$ cat src/rtl/demosaic_cross_window_pkg.sv
// ============================================================================
// Module : demosaic_pkg
// Brief  : Shared types for the demosaic cross-window extractor. Defining
//          XWIN_ZERO_PAD_EN replaces border mirroring with zero padding.
// Rev    : 1.0
// ============================================================================
`default_nettype none

package demosaic_pkg;

    typedef enum logic [1:0] {
        ST_RUN    = 2'd0,
        ST_FLUSH1 = 2'd1,
        ST_FLUSH2 = 2'd2
    } state_t;

    // Position of the centre relative to a frame edge along one axis
    typedef enum logic [2:0] {
        BRD_NONE  = 3'd0,
        BRD_NEAR0 = 3'd1,
        BRD_NEAR1 = 3'd2,
        BRD_FAR1  = 3'd3,
        BRD_FAR0  = 3'd4
    } brd_t;

    localparam int TAP_M2 = 0;
    localparam int TAP_M1 = 1;
    localparam int TAP_C  = 2;
    localparam int TAP_P1 = 3;
    localparam int TAP_P2 = 4;
    localparam int TAPS   = 5;

`ifdef XWIN_ZERO_PAD_EN
    localparam bit ZERO_PAD = 1'b1;
`else
    localparam bit ZERO_PAD = 1'b0;
`endif

endpackage

`default_nettype wire

$ cat src/rtl/demosaic_cross_window_if.sv
// ============================================================================
// Module : demosaic_cross_window_if
// Brief  : Column-tap input and cross-tap output bundle of the extractor.
// Rev    : 1.0
// ============================================================================
`default_nettype none

interface demosaic_cross_window_if #(
    parameter int PIX_W = 8
);
    logic             IN_VALID;
    logic [PIX_W-1:0] DATA1, DATA2, DATA3, DATA4, DATA5;
    logic [PIX_W-1:0] UU, UP, MID, DN, DD;
    logic [PIX_W-1:0] LL, LF, RT, RR;
    logic             O_EN, O_SOF, O_EOL, OVERRUN;

    modport master (
        output IN_VALID, DATA1, DATA2, DATA3, DATA4, DATA5,
        input  UU, UP, MID, DN, DD, LL, LF, RT, RR,
        input  O_EN, O_SOF, O_EOL, OVERRUN
    );

    modport slave (
        input  IN_VALID, DATA1, DATA2, DATA3, DATA4, DATA5,
        output UU, UP, MID, DN, DD, LL, LF, RT, RR,
        output O_EN, O_SOF, O_EOL, OVERRUN
    );
endinterface

`default_nettype wire

$ cat src/rtl/demosaic_cross_window_hmirror.sv
// ============================================================================
// Module : xwin_hmirror_shift
// Brief  : Centre-row 5-tap window (4 registers + live input) with edge mux.
// Rev    : 1.0
// ============================================================================
`default_nettype none

module xwin_hmirror_shift
    import demosaic_pkg::*;
#(
    parameter int PIX_W = 8
) (
    input  logic             clk,
    input  logic             rst,
    input  logic             shift_en,
    input  logic [PIX_W-1:0] din,
    input  brd_t             brd,
    output logic [PIX_W-1:0] ll,
    output logic [PIX_W-1:0] lf,
    output logic [PIX_W-1:0] mid,
    output logic [PIX_W-1:0] rt,
    output logic [PIX_W-1:0] rr
);

    logic [PIX_W-1:0] r_sr  [TAPS-1];
    logic [PIX_W-1:0] w_win [TAPS];

    // Flush cycles shift a dummy in so the window stays aligned on c-2..c+2
    always_ff @(posedge clk) begin
        if (rst) begin
            for (int i = 0; i < TAPS-1; i++) r_sr[i] <= '0;
        end else if (shift_en) begin
            r_sr[0] <= din;
            for (int i = 1; i < TAPS-1; i++) r_sr[i] <= r_sr[i-1];
        end
    end

    always_comb begin
        w_win[TAP_P2] = din;
        w_win[TAP_P1] = r_sr[0];
        w_win[TAP_C]  = r_sr[1];
        w_win[TAP_M1] = r_sr[2];
        w_win[TAP_M2] = r_sr[3];
    end

    always_comb begin
        ll  = w_win[TAP_M2];
        lf  = w_win[TAP_M1];
        mid = w_win[TAP_C];
        rt  = w_win[TAP_P1];
        rr  = w_win[TAP_P2];
        case (brd)
            BRD_NEAR0: begin
                lf = ZERO_PAD ? '0 : w_win[TAP_P1];
                ll = ZERO_PAD ? '0 : w_win[TAP_P2];
            end
            BRD_NEAR1: ll = ZERO_PAD ? '0 : w_win[TAP_C];
            BRD_FAR1:  rr = ZERO_PAD ? '0 : w_win[TAP_C];
            BRD_FAR0: begin
                rt = ZERO_PAD ? '0 : w_win[TAP_M1];
                rr = ZERO_PAD ? '0 : w_win[TAP_M2];
            end
            default: ;
        endcase
    end

endmodule

`default_nettype wire

$ cat src/rtl/demosaic_cross_window.sv
// ============================================================================
// Module : demosaic_cross_window
// Brief  : 5x5 cross-neighbourhood extractor with Bayer-preserving borders.
//          XWIN_ZERO_PAD_EN selects zero padding instead of mirroring.
// Rev    : 1.0
// ============================================================================
`default_nettype none

module demosaic_cross_window
    import demosaic_pkg::*;
#(
    parameter int PIX_W = 8,
    parameter int COLS  = 512,
    parameter int LINES = 768,
    parameter int CNT_W = 11
) (
    input  logic                     INCLK,
    input  logic                     RST,
    demosaic_cross_window_if.slave   bus
);

    localparam logic [CNT_W-1:0] C_ONE       = CNT_W'(1);
    localparam logic [CNT_W-1:0] C_TWO       = CNT_W'(2);
    localparam logic [CNT_W-1:0] C_THREE     = CNT_W'(3);
    localparam logic [CNT_W-1:0] C_COL_LAST  = CNT_W'(COLS - 1);
    localparam logic [CNT_W-1:0] C_LINE_LAST = CNT_W'(LINES - 1);
    localparam logic [CNT_W-1:0] C_LINE_PEN  = CNT_W'(LINES - 2);

    state_t           r_state, w_next;
    logic [CNT_W-1:0] r_col, r_line;
    logic             w_accept, w_flush, w_shift, w_emit;
    brd_t             w_hbrd, w_vbrd;

    // Off-centre rows, index 0..3 = DATA1, DATA2, DATA4, DATA5
    logic [PIX_W-1:0] w_rows [4];
    logic [PIX_W-1:0] r_d1   [4];
    logic [PIX_W-1:0] r_d2   [4];

    logic [PIX_W-1:0] w_ll, w_lf, w_mid, w_rt, w_rr;
    logic [PIX_W-1:0] w_uu, w_up, w_dn, w_dd;
    logic [PIX_W-1:0] r_uu, r_up, r_mid, r_dn, r_dd, r_ll, r_lf, r_rt, r_rr;
    logic             r_en, r_sof, r_eol, r_overrun;

    assign w_rows[0] = bus.DATA1;
    assign w_rows[1] = bus.DATA2;
    assign w_rows[2] = bus.DATA4;
    assign w_rows[3] = bus.DATA5;

    always_comb begin
        w_next   = r_state;
        w_accept = 1'b0;
        w_flush  = 1'b0;
        case (r_state)
            ST_RUN: begin
                w_accept = bus.IN_VALID;
                if (bus.IN_VALID && (r_col == C_COL_LAST)) w_next = ST_FLUSH1;
            end
            ST_FLUSH1: begin
                w_flush = 1'b1;
                w_next  = ST_FLUSH2;
            end
            ST_FLUSH2: begin
                w_flush = 1'b1;
                w_next  = ST_RUN;
            end
            default: w_next = ST_RUN;
        endcase
        w_shift = w_accept | w_flush;
        w_emit  = (w_accept && (r_col >= C_TWO)) || w_flush;
    end

    always_comb begin
        w_hbrd = BRD_NONE;
        if (r_state == ST_FLUSH1)      w_hbrd = BRD_FAR1;
        else if (r_state == ST_FLUSH2) w_hbrd = BRD_FAR0;
        else if (r_col == C_TWO)       w_hbrd = BRD_NEAR0;
        else if (r_col == C_THREE)     w_hbrd = BRD_NEAR1;

        w_vbrd = BRD_NONE;
        if (r_line == '0)               w_vbrd = BRD_NEAR0;
        else if (r_line == C_ONE)       w_vbrd = BRD_NEAR1;
        else if (r_line == C_LINE_PEN)  w_vbrd = BRD_FAR1;
        else if (r_line == C_LINE_LAST) w_vbrd = BRD_FAR0;
    end

    xwin_hmirror_shift #(
        .PIX_W (PIX_W)
    ) u_hmirror (
        .clk      (INCLK),
        .rst      (RST),
        .shift_en (w_shift),
        .din      (bus.DATA3),
        .brd      (w_hbrd),
        .ll       (w_ll),
        .lf       (w_lf),
        .mid      (w_mid),
        .rt       (w_rt),
        .rr       (w_rr)
    );

    always_comb begin
        w_uu = r_d2[0];
        w_up = r_d2[1];
        w_dn = r_d2[2];
        w_dd = r_d2[3];
        case (w_vbrd)
            BRD_NEAR0: begin
                w_up = ZERO_PAD ? '0 : r_d2[2];
                w_uu = ZERO_PAD ? '0 : r_d2[3];
            end
            BRD_NEAR1: w_uu = ZERO_PAD ? '0 : w_mid;
            BRD_FAR1:  w_dd = ZERO_PAD ? '0 : w_mid;
            BRD_FAR0: begin
                w_dn = ZERO_PAD ? '0 : r_d2[1];
                w_dd = ZERO_PAD ? '0 : r_d2[0];
            end
            default: ;
        endcase
    end

    always_ff @(posedge INCLK) begin
        if (RST) begin
            r_state   <= ST_RUN;
            r_col     <= '0;
            r_line    <= '0;
            for (int i = 0; i < 4; i++) begin
                r_d1[i] <= '0;
                r_d2[i] <= '0;
            end
            {r_uu, r_up, r_mid, r_dn, r_dd} <= '0;
            {r_ll, r_lf, r_rt, r_rr}        <= '0;
            {r_en, r_sof, r_eol, r_overrun} <= '0;
        end else begin
            r_state <= w_next;
            if (w_accept && (r_col != C_COL_LAST)) r_col <= r_col + C_ONE;
            if (r_state == ST_FLUSH2) begin
                r_col  <= '0;
                r_line <= (r_line == C_LINE_LAST) ? '0 : r_line + C_ONE;
            end
            if (w_shift) begin
                for (int i = 0; i < 4; i++) begin
                    r_d1[i] <= w_rows[i];
                    r_d2[i] <= r_d1[i];
                end
            end
            r_en  <= w_emit;
            r_sof <= w_emit && w_accept && (w_hbrd == BRD_NEAR0) && (r_line == '0);
            r_eol <= (r_state == ST_FLUSH2);
            if (w_flush && bus.IN_VALID) r_overrun <= 1'b1;
            if (w_emit) begin
                r_uu  <= w_uu;
                r_up  <= w_up;
                r_mid <= w_mid;
                r_dn  <= w_dn;
                r_dd  <= w_dd;
                r_ll  <= w_ll;
                r_lf  <= w_lf;
                r_rt  <= w_rt;
                r_rr  <= w_rr;
            end
        end
    end

    assign bus.UU      = r_uu;
    assign bus.UP      = r_up;
    assign bus.MID     = r_mid;
    assign bus.DN      = r_dn;
    assign bus.DD      = r_dd;
    assign bus.LL      = r_ll;
    assign bus.LF      = r_lf;
    assign bus.RT      = r_rt;
    assign bus.RR      = r_rr;
    assign bus.O_EN    = r_en;
    assign bus.O_SOF   = r_sof;
    assign bus.O_EOL   = r_eol;
    assign bus.OVERRUN = r_overrun;

endmodule

`default_nettype wire

$ cat src/flat_wrapper.sv
// flat-port wrapper written by rule: the top's interface ports become plain ports
module demosaic_cross_window_flat import demosaic_pkg::*;
#(
    parameter int PIX_W = 8,
    parameter int COLS  = 512,
    parameter int LINES = 768,
    parameter int CNT_W = 11
)
  (INCLK, RST, bus_IN_VALID, bus_DATA1, bus_DATA2, bus_DATA3, bus_DATA4, bus_DATA5, bus_UU, bus_UP, bus_MID, bus_DN, bus_DD, bus_LL, bus_LF, bus_RT, bus_RR, bus_O_EN, bus_O_SOF, bus_O_EOL, bus_OVERRUN);
  demosaic_cross_window_if #(.PIX_W(PIX_W)) bus_i ();
  input  logic INCLK;
  input  logic RST;
  input wire logic [$bits(bus_i.IN_VALID)-1:0] bus_IN_VALID;
  input wire logic [$bits(bus_i.DATA1)-1:0] bus_DATA1;
  input wire logic [$bits(bus_i.DATA2)-1:0] bus_DATA2;
  input wire logic [$bits(bus_i.DATA3)-1:0] bus_DATA3;
  input wire logic [$bits(bus_i.DATA4)-1:0] bus_DATA4;
  input wire logic [$bits(bus_i.DATA5)-1:0] bus_DATA5;
  output wire logic [$bits(bus_i.UU)-1:0] bus_UU;
  output wire logic [$bits(bus_i.UP)-1:0] bus_UP;
  output wire logic [$bits(bus_i.MID)-1:0] bus_MID;
  output wire logic [$bits(bus_i.DN)-1:0] bus_DN;
  output wire logic [$bits(bus_i.DD)-1:0] bus_DD;
  output wire logic [$bits(bus_i.LL)-1:0] bus_LL;
  output wire logic [$bits(bus_i.LF)-1:0] bus_LF;
  output wire logic [$bits(bus_i.RT)-1:0] bus_RT;
  output wire logic [$bits(bus_i.RR)-1:0] bus_RR;
  output wire logic [$bits(bus_i.O_EN)-1:0] bus_O_EN;
  output wire logic [$bits(bus_i.O_SOF)-1:0] bus_O_SOF;
  output wire logic [$bits(bus_i.O_EOL)-1:0] bus_O_EOL;
  output wire logic [$bits(bus_i.OVERRUN)-1:0] bus_OVERRUN;
  assign bus_i.IN_VALID = bus_IN_VALID;
  assign bus_i.DATA1 = bus_DATA1;
  assign bus_i.DATA2 = bus_DATA2;
  assign bus_i.DATA3 = bus_DATA3;
  assign bus_i.DATA4 = bus_DATA4;
  assign bus_i.DATA5 = bus_DATA5;
  assign bus_UU = bus_i.UU;
  assign bus_UP = bus_i.UP;
  assign bus_MID = bus_i.MID;
  assign bus_DN = bus_i.DN;
  assign bus_DD = bus_i.DD;
  assign bus_LL = bus_i.LL;
  assign bus_LF = bus_i.LF;
  assign bus_RT = bus_i.RT;
  assign bus_RR = bus_i.RR;
  assign bus_O_EN = bus_i.O_EN;
  assign bus_O_SOF = bus_i.O_SOF;
  assign bus_O_EOL = bus_i.O_EOL;
  assign bus_OVERRUN = bus_i.OVERRUN;
  demosaic_cross_window #(.PIX_W(PIX_W), .COLS(COLS), .LINES(LINES), .CNT_W(CNT_W)) u_core (.INCLK(INCLK), .RST(RST), .bus(bus_i));
endmodule
$ cat config.mk
export PLATFORM = sky130hd
export DESIGN_NAME = demosaic_cross_window_flat
export DESIGN_NICKNAME = d
export VERILOG_FILES = /design/src/rtl/demosaic_cross_window_pkg.sv /design/src/rtl/demosaic_cross_window_if.sv /design/src/rtl/demosaic_cross_window_hmirror.sv /design/src/rtl/demosaic_cross_window.sv /design/src/flat_wrapper.sv
export SDC_FILE = /design/constraint.sdc
export NUM_CORES = 1
export LEC_CHECK = 0
export ABC_AREA = 1
export BUFFER_PORTS_ARGS = -buffer_cell sky130_fd_sc_hd__buf_4
export CORE_MARGIN = 4
export CORE_UTILIZATION = 48
export CTS_CLUSTER_DIAMETER = 40
export CTS_CLUSTER_SIZE = 28
export DETAILED_ROUTE_END_ITERATION = 12
export PLACE_DENSITY = 0.7
export REMOVE_ABC_BUFFERS = 1
export SETUP_SLACK_MARGIN = 0.02
export SYNTH_ARGS = -nofsm -noshare
export SYNTH_HDL_FRONTEND = slang
export SYNTH_SLANG_ARGS = --single-unit
$ cat constraint.sdc
create_clock -name INCLK -period 7.75 [get_ports INCLK]
set_input_delay 1.1625 -clock INCLK [delete_from_list [all_inputs] [get_ports INCLK]]
set_output_delay 1.1625 -clock INCLK [all_outputs]
set_load 0.02 [all_outputs]
## Yosys cells after proc, flatten, opt, wreduce, memory -nomap -nowiden

Memories as Yosys holds them, arrays and structs flattened.
Cells that the tools add are included.

| cells by class | value |
|---|---|
| add/subtract/negate cells | 2 |
| $mul | 0 |
| divide/modulo/power cells | 0 |
| $lt $le $gt $ge | 1 |
| eq/ne operators | 18 |
| shift-type cells | 0 |
| multiplexer cells | 38 |
| bitwise gates (word level) | 13 |
| reduce and logical (&&, ||, !) cells | 12 |

Operators with widths:

| kind | number |
|---|---|
| 2-to-1 mux 8 bit | 16 |
| case mux 8 bit (2 select lines) | 4 |
| adder 11 x 1 -> 11 bit (second input constant) | 2 |
| equality test 11 x 10 -> 1 bit (second input constant) | 2 |
| equality test 11 x 2 -> 1 bit (second input constant) | 2 |
| 2-to-1 mux 3 bit | 7 |
| bitwise OR 1 bit | 13 |
| equality test 3 x 2 -> 1 bit (second input constant) | 4 |
| equality test 11 x 1 -> 1 bit (second input constant) | 1 |
| equality test 11 x 9 -> 1 bit (second input constant) | 1 |
| greater-or-equal comparator 11 x 2 -> 1 bit (second input constant) | 1 |
| logical NOT 11 bit | 1 |
| 2-to-1 mux 11 bit | 1 |
| inequality test 11 x 9 -> 1 bit (second input constant) | 1 |
| logical AND 1 bit | 7 |
| 2-to-1 mux 1 bit | 7 |
| equality test 3 x 1 -> 1 bit (second input constant) | 2 |
| equality test 3 bit (second input constant) | 2 |
| 2-to-1 mux 2 bit | 2 |
| case mux 2 bit (2 select lines) | 1 |
| OR reduction 2 bit | 2 |
| equality test 2 x 1 -> 1 bit (second input constant) | 1 |
| equality test 2 bit (second input constant) | 1 |
| logical NOT 2 bit | 1 |
| other kinds (2) | 2 |

| storage, ports and cells | value |
|---|---|
| bits in registers | 100 |
| bits in latches | 0 |
| RAM bits | 96 |
| memory bits (read-only) | 0 |
| memories kept | 3 |

Memory list:

| memory | depth | width | read ports | clocked after Yosys merged registers in | write ports | RTL line | text |
|---|---|---|---|---|---|---|---|
| u_core.r_d1 | 4 | 8 | 4 | 0 | 4 | demosaic_cross_window.sv:36 | `logic [PIX_W-1:0] r_d1 [4];` |
| u_core.r_d2 | 4 | 8 | 4 | 0 | 4 | demosaic_cross_window.sv:37 | `logic [PIX_W-1:0] r_d2 [4];` |
| u_core.u_hmirror.r_sr | 4 | 8 | 4 | 0 | 4 | demosaic_cross_window_hmirror.sv:25 | `logic [PIX_W-1:0] r_sr [TAPS-1];` |

## Logic depth before layout (Yosys ltp)

| logic depth | value |
|---|---|
| depth in word-level cells | 8 |
| depth in mapped cells | 15 |
| depth with buffers taken out | 12 |

## By module

From an unflattened synthesis, not the netlist that was laid out.

| second synthesis, totals | value |
|---|---|
| cell total of the unflattened synthesis | 1,087 |
| area total of the unflattened synthesis | 8,982.4 um^2 |

Modules (own cells, without submodules):

| module | times used | cells each | area each (um^2) | sequential area each (um^2) |
|---|---|---|---|---|
| demosaic_cross_window | 1 | 871 | 7,121.8 | 3,923.8 |
| xwin_hmirror_shift | 1 | 216 | 1,860.5 | 960.9 |

## Least setup slack after synthesis

OpenSTA, ideal clock, no wires.

| timing | value |
|---|---|
| kind | input -> register |
| from | input port RST |
| to | memory u_core.r_d1[0][0], enable pin |
| library setup time | 1,144 ps |
| arrival time | 3,921 ps |
| setup slack | 2,686 ps |
| stages on the path | 4 |
| buffers on the path | 2 |
| cells stage by stage | inv_1 > clkbuf_1 > clkbuf_1 > nand3_1 |

RTL lines:

| element | RTL line | text |
|---|---|---|
| from (decl) | flat_wrapper.sv:12 | `input logic RST;` |
| to (decl) | demosaic_cross_window.sv:36 |  |

## Worst setup path after layout

| timing | value |
|---|---|
| from | register u_core.r_state[0] |
| to | register u_core.r_uu[2], in the netlist u_core.bus.UU[2] |

| between the ends | value |
|---|---|
| longest elaborated chain between the ends | 4 |
| elaborated cells on any way between the ends | 8 |
| classes of those cells | eq/ne: 2; mux: 2; reduce/logical: 4 |

RTL lines:

| element | RTL line | text |
|---|---|---|
| from (decl) | demosaic_cross_window.sv:29 | `state_t r_state, w_next;` |
| from (signal assigned) | demosaic_cross_window.sv:134 | `r_state <= w_next;` |
| equality test 2 bit (tied with other cells) | demosaic_cross_window.sv:53 | `case (r_state)` |
| OR reduction 2 bit (no source line) / 2-to-1 mux 1 bit (equally long branches) | n/a |  |
| 2-to-1 mux 1 bit / logical AND 1 bit (equally long branches) | demosaic_cross_window.sv:53, demosaic_cross_window.sv:69 |  |
| logical OR 1 bit (*) | demosaic_cross_window.sv:69 | `w_emit = (w_accept && (r_col >= C_TWO)) \|\| w_flush;` |
| to (signal assigned) | demosaic_cross_window.sv:151 | `r_uu <= w_uu;` |
| to (decl) | demosaic_cross_window.sv:41 | `logic [PIX_W-1:0] r_uu, r_up, r_mid, r_dn, r_dd, r_ll, r_lf, r_rt, r_rr;` |

Every way passes the cells marked *; elsewhere a longest branch is shown, timed or not.
A chain may end at the register's enable or synchronous reset.

==> flow_summary.json <==
{
  "status": "finished, final reports clean",
  "drt-initial-drc-count": 647,
  "fin_util_pct": 57.71,
  "placed_cell_area_um2": 9816,
  "drive_above_1_share_pct": 15.26,
  "clk_pin_slew_ns": 0.07,
  "synth_top_area_share_pct": 32.61,
  "r2r-end": "u_core.bus.UU[2]",
  "power.density_nw_per_um2": 224.1,
  "hold_depth": 2,
  "route.vias.total": 7181,
  "wl_um": 20810,
  "synth_adder_area_share_pct": 1.699,
  "grt_usage_pct": 20.37,
  "antenna_left": 0,
  "p_leak_uw": 0.004526,
  "stdcell_area_um2": 10400,
  "synthXorXnorAreaFrac_pct": 0.7926,
  "min_period_over_period_pct": 40.68,
  "first_pass_iters": 5,
  "timing.rr.start": "u_core.r_state[0]",
  "crit_slowest_cell": "ha_1",
  "worstSetupPathType": "reg2reg",
  "startpoint": "u_core.r_state[0]",
  "cts-htree-levels": 4,
  "fin_skew_ns": 0.007888,
  "fmax_mhz": 317.2,
  "worstPathArrival_ns": 3.48,
  "tritoncts": "yes",
  "wl_per_cell_um": 14.98,
  "hp-class": "reg2reg",
  "fp.dieW_um": 143.7,
  "rr_worst_depth": 10,
  "post-route-drc-count": 0,
  "rows": 49,
  "ioPinCount": 119,
  "finalWeightedCongestion": 0.8679,
  "endpoint_kind": "flop",
  "cts_setup_buffers": 0,
  "root_buffer": "clkbuf_16",
  "slew_violations": 0,
  "regToRegSetupSlack_ns": 4.60,
  "hpwlAfterDp_um": 13740,
  "io_buffers": 118,
  "drv_cap": 0,
  "clock_sink_count": 196,
  "via_per_inst": 5.170,
  "hold_violations": 0,
  "grt_max_degree": 97,
  "nFillCells": 1616,
  "path_max_fanout": 83,
  "clock_latency_ns": 0.43,
  "synth_area_leader_cell": "edfxtp_1",
  "start_util_pct": 49.04,
  "setup_ws_ns": 4.598,
  "ys_seq_elements": 196,
  "syn_inst": 1055,
  "netlist_area_um2": 8840,
  "period_needed_ns": 3.152,
  "design.die.area_um2": 20650,
  "slowest_delay_ns": 0.71,
  "ys_seq_area_share_pct": 55.26,
  "synth_warnings": 0,
  "holdPathEnd": "u_core.bus.MID[1]",
  "crit_required_ns": 8.08,
  "coreArea_um2": 18020,
  "grt.overflow.total": 0,
  "rsz0062_at_grt": "false",
  "synth_mux_area_share_pct": 0,
  "cts.path.max_buffers": 2,
  "min-delay-start": "u_core.bus.MID[1]",
  "numCtsBuffers": 17,
  "synthTopCellsByArea": "edfxtp_1 (33%), dfxtp_1 (23%), nor2_1 (9.0%)",
  "place_ws_ns": 4.403,
  "synth_cell_types": 35,
  "synth_top_family_by_area": "simple AND/OR/NAND/NOR gates",
  "grt_pass1_wl_um": 33350,
  "tightestPinTransition_ns": 1.110,
  "start_kind": "flop",
  "crit_chain": "inv_1, ha_1, inv_2, nand2_1, nand2_2, inv_2, buf_4, nand3_1, o21ai_1, inv_1",
  "ir_worst_vdd_v": 0.0001627,
  "whs_ns": 0.4694,
  "nNetsFinal": 1202,
  "finalSetupTns_ns": 0,
  "relSlewSlack_pct": 25.97,
  "cts_resized": 0,
  "setup_viol": 0,
  "synthSimpleGateAreaFrac_pct": 22.51,
  "grt_pass1_vias": 6742,
  "antenna_cells": 0,
  "die_h_um": 143.7,
  "layout-area-overhead-vs-synth_pct": 17.66,
  "hold_buffers": 0,
  "syn_avg_cell_area_um2": 8.379,
  "synth_compound_gate_area_share_pct": 10.29,
  "antenna_found_initial": 0
}
cell families (layout without fill, tap and decap cells):
kind of cell	after synthesis	after routing
DFF	196	196
AOI/OAI and AO/OA	167	167
buffers and inverters	205	310
adders and majority gates	12	12
xor gates and xnor gates	8	8
and+or+nand+nor	467	467
flip-flops by register name (all words and copies together) (netlist names), 11 cells and up:
| signal | cells |
|---|---|
| u_core.r_col | 11 |
| u_core.r_d1 | 32 |
| u_core.r_d2 | 32 |
| u_core.r_line | 11 |
| u_core.u_hmirror.r_sr | 32 |
worst max-delay path, delay by kind of cell, from the launching register on:
kind	cells	cell delay [ns]
and+or+nand+nor	3	0.78
adders and majority gates	1	0.71
buffers and inverters	5	0.97
AOI/OAI and AO/OA	1	0.16
DFF	1	0.39
worst max path at each step:
stage / slack, ns / end / cells after the start
detailed placement: 4.40 / u_core.r_d1[2][3] / 5
global placement: 4.48 / u_core.r_d2[1][1] / 5
CTS: 4.55 / u_core.bus.UU[2] / 10
global route: 4.20 / u_core.bus.UU[2] / 10
floorplan: 2.45 / u_core.r_d1[0][0] / 2
finish: 4.60 / u_core.bus.UU[2] / 10
final cells by class:
class | count | area, um^2 | area share (%)
tap | 229 | 286.5 | 2.755
multi-input combinational | 654 | 3139 | 30.18
timing repair buffer | 123 | 923.4 | 8.878
clock buffer | 20 | 467.9 | 4.499
clock inverter | 12 | 117.6 | 1.131
sequential | 196 | 4885 | 46.96
inverter | 155 | 581.8 | 5.594
where the power goes:
part           total (uW)  switching, uW  internal, uW
Sequential           1190           37.2          1150
Combinational         261            165          96.5
Clock                 877            400           477
Total                2330            602          1730
layout by cell type, fill, tap and decap left out, types with 3 or more instances in the layout:
master / instances
nand4_1: 13
o21ai_0: 70
nor3_1: 8
nor2_1: 213
nand2_2: 5
clkinv_2: 3
ha_1: 12
o22ai_1: 10
edfxtp_1: 96
o21a_1: 8
inv_1: 150
clkbuf_16: 18
nor2_4: 5
dfxtp_1: 100
inv_2: 3
nand3_2: 4
o211ai_1: 8
xor2_1: 6
nand2_1: 139
buf_4: 123
a21oi_1: 59
o21ai_1: 4
nand3_1: 69
a21boi_0: 7
routing by layer:
| metal | GRT usage (%) | wire length [um] | vias to the layer above |
|---|---|---|---|
| li1 | - | - | 3584 |
| met1 | 26.47 | 9062 | 3356 |
| met2 | 33.99 | 10240 | 207 |
| met3 | 4.592 | 1096 | 34 |
| met4 | 6.541 | 414 | 0 |
| met5 | 0 | 0 | - |
Yosys cell counts, drive strengths merged:
master  number
xnor2        2
nand3       74
and3         2
nor2       220
nand4       13
xor2         6
a21boi       7
a21oi       59
o22ai       10
ha          12
clkinv       1
dfxtp      100
edfxtp      96
o21a         8
buf         31
clkbuf      19
nand2      146
a41oi        1
o21ai       74
or2          1
o211ai       8
nor3         9
inv        154
nor4         2
through the flow:
step | std cells | power [uW]
6_report | 1389 | 2331
5_1_grt | 1389 | 2426
4_1_cts | 1389 | 2347
3_5_place_dp | 1357 | 1478
3_3_place_gp | 1357 | 1473
2_1_floorplan | 1005 | 1360
Note: power is estimated with default switching activity, not from simulation.
